--- src/rtl/regfile_sb.sv ---
// Parametrised register file with a post-reset clear sequencer, optional write-to-read
// bypass and a per-register busy scoreboard for outstanding producers.
module regfile_sb #(
    parameter int WIDTH    = 16,
    parameter int AW       = 5,
    parameter int ZERO_REG = 0,
    parameter int BYPASS   = 1
) (
    input  logic             clk,
    input  logic             rst,
    input  logic [AW-1:0]    r0,
    input  logic [AW-1:0]    r1,
    output logic [WIDTH-1:0] v0,
    output logic [WIDTH-1:0] v1,
    output logic             v0_busy,
    output logic             v1_busy,
    input  logic             we,
    input  logic [AW-1:0]    rd,
    input  logic [WIDTH-1:0] data,
    input  logic             claim,
    input  logic [AW-1:0]    claim_rd,
    output logic             ready
);

    localparam int NREGS = 1 << AW;
    localparam logic [AW-1:0] R_ZERO = AW'(ZERO_REG);
    localparam logic [AW-1:0] CNT_LAST = AW'(NREGS - 1);

    typedef enum logic {
        INIT,
        RUN
    } state_t;

    state_t           state;
    logic [AW-1:0]    cnt;
    logic [NREGS-1:0] busy;
    logic [WIDTH-1:0] regs [NREGS];
    logic             wr_en;
    logic             claim_en;
    logic             byp0;
    logic             byp1;

    assign wr_en    = ready && we && (rd != R_ZERO);
    assign claim_en = ready && claim && (claim_rd != R_ZERO);

    always_ff @(posedge clk or posedge rst) begin
        if (rst) begin
            state <= INIT;
            cnt   <= '0;
            busy  <= '0;
            ready <= 1'b0;
        end else begin
            case (state)
                INIT: begin
                    cnt <= cnt + 1'b1;
                    if (cnt == CNT_LAST) begin
                        state <= RUN;
                        ready <= 1'b1;
                    end
                end
                RUN: begin
                    // Claim is applied after the clear so a same-register claim wins.
                    if (wr_en)
                        busy[rd] <= 1'b0;
                    if (claim_en)
                        busy[claim_rd] <= 1'b1;
                end
                default: begin
                    state <= INIT;
                    cnt   <= '0;
                    ready <= 1'b0;
                end
            endcase
        end
    end

    // Storage has no reset; the INIT sweep clears it after every reset.
    always_ff @(posedge clk) begin
        if (state == INIT)
            regs[cnt] <= '0;
        else if (wr_en)
            regs[rd] <= data;
    end

    assign byp0 = (BYPASS != 0) && wr_en && (rd == r0);
    assign byp1 = (BYPASS != 0) && wr_en && (rd == r1);

    always_comb begin
        v0      = '0;
        v0_busy = 1'b0;
        if (ready && (r0 != R_ZERO)) begin
            if (byp0) begin
                v0 = data;
            end else begin
                v0      = regs[r0];
                v0_busy = busy[r0];
            end
        end
    end

    always_comb begin
        v1      = '0;
        v1_busy = 1'b0;
        if (ready && (r1 != R_ZERO)) begin
            if (byp1) begin
                v1 = data;
            end else begin
                v1      = regs[r1];
                v1_busy = busy[r1];
            end
        end
    end

endmodule

--- config.mk ---
export PLATFORM = sky130hd
export DESIGN_NAME = regfile_sb
export DESIGN_NICKNAME = d
export VERILOG_FILES = /design/src/rtl/regfile_sb.sv
export SDC_FILE = /design/constraint.sdc
export NUM_CORES = 1
export LEC_CHECK = 0
export BUFFER_PORTS_ARGS = -buffer_cell sky130_fd_sc_hd__buf_2
export CORE_MARGIN = 2
export CORE_UTILIZATION = 50
export DETAILED_ROUTE_END_ITERATION = 10
export GPL_TIMING_DRIVEN = 0
export PLACE_DENSITY = 0.63
export SYNTH_ARGS = -nofsm -noshare
export SYNTH_HDL_FRONTEND = slang
export SYNTH_SLANG_ARGS = --single-unit
--- constraint.sdc ---
create_clock -name clk -period 3.4 [get_ports clk]
set_clock_uncertainty 0.05 [all_clocks]
set_input_delay 0.17 -clock clk [delete_from_list [all_inputs] [get_ports clk]]
set_output_delay 0.17 -clock clk [all_outputs]
set_load 0.01 [all_outputs]
==> impl.org <==
** Yosys
- For this run, the leading register cell type out of synthesis is edfxtp_1.
- The average instance in the mapped netlist occupies 15.9 um^2.
- Dominant combinational cell family by area after synthesis :: multiplexers
- Of all flip-flops after synthesis, the portion carrying an async set or reset was 7.08%.
- edfxtp_1 takes more of the synthesized area than any other cell.
- Syn Inst Count :: 1689
- The top cell type by area accounts for 57.2% of the synthesized area.
- By area the synthesized netlist is led by edfxtp_1 57%, mux4_2 15%, mux2i_1 7.1%.
- Summing the areas of all and, or, nand and nor instances in the mapped netlist gives 4.41% of the synthesized area.
- Netlist Area Pre-Place :: between 20000 and 30000 um^2
- #FFs+latches synth :: 551
- The synthesized netlist devotes between 8 and 9% of its cell area to compound gates.
- Synthesized netlist net count :: 1731
- Counting distinct cell types in the post-synthesis netlist gives 46.
- In this run, synthesis inferred 512 flip-flops with an integrated enable.
- In the synthesized netlist, mux cells make up 22.7% of the area.
- Area share of xor/xnor cells in the synthesized design :: 0.424%
- The share of the Yosys chip area taken by registers is 60.8%.
- Adder-cell share of the synthesized area :: less than 1%
- During synthesis, Yosys emitted a total of 0 warnings.

** Detailed routing
- After detailed routing, the number of remaining DRC violations is 0.
- Routed length per placed instance :: ~38 um
- The detail route stage leaves a number of antenna-violating nets equal to 0.
- Number of DRC markers in iteration 0 :: 3195
- Vias per std cell :: 7.20
- Pre-Repair DR Iteration Count :: 7
- Aggregate routed wire length :: 97400 um
- The final route contains 18600 vias.

** Placed design
- At the end of routability-driven placement, the weighted congestion stood at approximately 1.0.
- PortBufs :: 63
- Half-perimeter wire length after placement :: 70200 um
- OpenSTA, run right after detailed placement, puts the worst setup slack at -402 ps.
- The number of placed instances, taps included, is 2472.
- After detailed placement, the total cell area comes to 28700 um^2.

** Pwr
- NetSw :: 3.87 mW
- Logic pwr share :: around 11%
- Max rail drop VDD :: 434 uV
- Of the total power, the share spent switching nets is between 20% and 30%.
- Per report_power, the clock group accounts for around 40% of the total.
- Power density of the placed cells :: 500 nW/um^2
- Power, Total :: 15.4 mW
- The analysis attributes to cell leakage a power of 11.1 nW.
- Internal power summed over all cells :: 11.6 mW
- Sequential cell fraction of total power :: 48.7%

** Timing
- Transition time at the pin with the least slew margin :: 1130 ps
- In the post-route analysis, the smallest setup slack over all paths is -78.0 ps.
- Summed over all failing endpoints, the final setup total negative slack is -202 ps.
- Max Freq :: 288 MHz
- Final worst hold slack :: 3.64 ps
- For the finished layout, the period the worst path requires is about 3500 ps.
- Normalized max-slew margin :: 24.7%
- The number of pins with negative max-slew slack in the final report was 0.
- Setup violations remaining at the end of the flow were counted as 4.
- Setup repair after global routing could not meet its margin everywhere.
- Final Hold Fails :: 0
- The final critical path takes up 102% of the cycle.

** Final layout
- After the flow finishes, the layout carries non-filler instances totaling 2588.
- Ratio of cells with drive above 1 in the final layout :: roughly 27%
- Registers take 16400 um^2.
- Number of filler instances in the final layout :: 4051
- The area growth from synthesis to layout is 14.8%.
- Utilization after layout :: 58.3%
- After routing the design area is between 30000 and 40000 um^2.
- Summing all multi-input logic gate instances after layout gives between 10000 and 15000 um^2.
- After the last flow step, the layout net total stands at 1897.

** Global routing
- The number of antenna violations at the first check in global routing came to 4.
- Via count of the first global-routing pass :: 17700
- Total Routing Usage GR :: a little over a third
- GR Overflow Total :: 0
- Maximum number of pins on one net before global-route repair :: 40
- Wire length of the first global-routing pass :: 135000 um

** Setup path
- FF-to-FF setup slack :: 170 ps
- In this run the worst setup path terminates at v0[5].
- The number of cells on the worst reg-to-reg path is 7.
- Reg2reg start :: state
- Worst flop-to-flop path endpoint :: regs[29][3]
- Category of the critical setup timing path :: in -> out
- Data on the critical path is required at its endpoint by ~3200 ps.
- Endpoint class of the critical path :: output port
- STA classifies the critical path startpoint as an input pin.
- In this run the worst path has a maximum fanout of 10.
- The most critical setup path has its startpoint at r0[2].
- Data on the critical path arrives at its endpoint at roughly 3300 ps.

** Clock tree
- Insertion delay of the later-clocked pin in the worst-skew pair :: 640 ps
- The clock passes through at most 3 buffers.
- Root buffer cell :: clkbuf_16
- TritonCTS built the clock tree.
- Clock sink total :: 551
- Clock-pin slew on the worst setup and hold paths :: 60 ps
- Total clock buffers created by CTS :: 57
- H-tree Lvls :: 2

** Floorplan
- Starting utilization of the core area :: 50.8%
- During I/O placement, the number of pins put on the boundary was 75.
- Chip height :: 236 um
- The floorplan has between 80 and 90 rows.
- Placeable core region :: 52900 um^2
- Floorplan die area :: 55600 um^2
- Width of the chip :: roughly 240 um

** Status
- Run status :: finished, violations left
- Violations in the final reports :: negative setup slack

** Min path
- In this run the worst hold path is classified as in -> reg.

** Flow run
- Reported max-cap violation count :: 0
cell usage after synthesis, drive strengths merged (2+ instances only):
library cell / instances
and3: 4
mux2: 6
nand2: 91
mux4: 183
nor3b: 2
clkbuf: 69
xnor2: 5
a21oi: 31
a221oi: 67
and2: 20
a32o: 16
nand4: 2
edfxtp: 512
mux2i: 191
buf: 62
a22oi: 32
nor2: 55
nand3: 33
nor2b: 20
a221o: 27
o211a: 2
ha: 2
a31oi: 2
nand4b: 3
nor3: 4
nand2b: 5
o21ai: 123
o211ai: 20
dfrtp: 39
xor2: 8
a211oi: 14
nand3b: 7
inv: 22
or3: 3
what timing repair did:
| item | 4_1_cts | 5_1_grt |
|---|---|---|
| endpoints found under the hold margin | 70 | 0 |
| setup buffers | 0 | 0 |
| pin swaps | 0 | 2 |
| setup endpoints to repair | 552 | 603 |
| gates resized for setup | 33 | 55 |
| hold buffers | 13 | 0 |
area by class of cell:
class	count	share of cell area [%]
repair buffers	108	3.25
diodes	1	0.00811
well taps	688	2.79
clock inverters	37	0.986
multi-input cells	985	32.5
plain buffers	130	2.29
clock buffers	66	4.87
flip-flops and latches	551	53.0
inverters	22	0.268
cell families (layout without fill, tap and decap cells):
kind of cell / count (synthesis) / in the layout
and+or+nand+nor: 251 / 251
adders and majority gates: 2 / 2
AOI/OAI and AO/OA: 339 / 339
DFF: 551 / 551
xor gates and xnor gates: 13 / 13
other: 0 / 1
muxes: 380 / 380
buffers and inverters: 153 / 363
flip-flops by register name, summed over array words and instances, names as in the netlist:
register  cells
state         1
ready         1
regs        512
cnt           5
busy         32
power groups by stage:
stage / registers, mW / logic, mW / clock network, mW
after global routing: 7.52 / 1.76 / 6.45
after detailed placement: 7.66 / 1.62 / 0
after floorplan: 7.64 / 0.928 / 0
final: 7.52 / 1.72 / 6.19
after global placement: 7.66 / 1.59 / 0
after CTS: 7.52 / 1.64 / 6.18
metal layers:
layer	wire (um)	global-route usage [%]
met5	21	0
met3	13500	11.8
met1	37800	49.7
met2	42300	50.8
met4	3760	12.4
layout by cell type, fill, tap and decap left out, types with 7 or more instances in the layout:
master,Yosys,layout
nor2_2,0,35
o211ai_1,20,20
clkbuf_16,0,59
a211oi_1,14,13
buf_6,8,8
clkinv_1,0,15
buf_8,0,26
a21oi_1,31,28
a32o_1,16,16
nand3_1,33,33
dfrtp_1,39,38
nand3b_1,7,7
nor2b_1,20,20
mux4_2,183,183
xor2_1,8,8
a221oi_2,0,10
mux2i_1,191,191
clkbuf_1,69,60
buf_4,20,21
nand2_1,91,91
clkbuf_2,0,13
dlygate4sd3_1,0,13
a221oi_1,67,55
o21ai_0,123,123
buf_2,28,90
edfxtp_1,512,512
inv_1,22,21
clkinv_2,0,13
nor2_1,55,19
and2_2,0,10
a22oi_1,32,32
a221o_1,27,27
how the worst min path moves through the flow:
| stage | cells after the start | slack, ps | end | start |
|---|---|---|---|---|
| after floorplan | 2 | 320 | busy[24] | claim_rd[3] |
| after global placement | 1 | 410 | busy[0] | busy[0] |
| after detailed placement | 2 | 340 | busy[2] | rst |
| after CTS | 5 | 20 | busy[16] | rd[0] |
| after global routing | 5 | 70 | busy[16] | rd[0] |
| final | 5 | 4 | busy[16] | rd[0] |
critical path: stages:
cell and delay [ps]:
buf_2 110, clkbuf_1 310, nor2_2 580, clkbuf_1 680, a221o_1 460, a21oi_1 250, o21ai_0 230, o211ai_1 230
buf_2 220
Note: power is estimated with default switching activity, not from simulation.
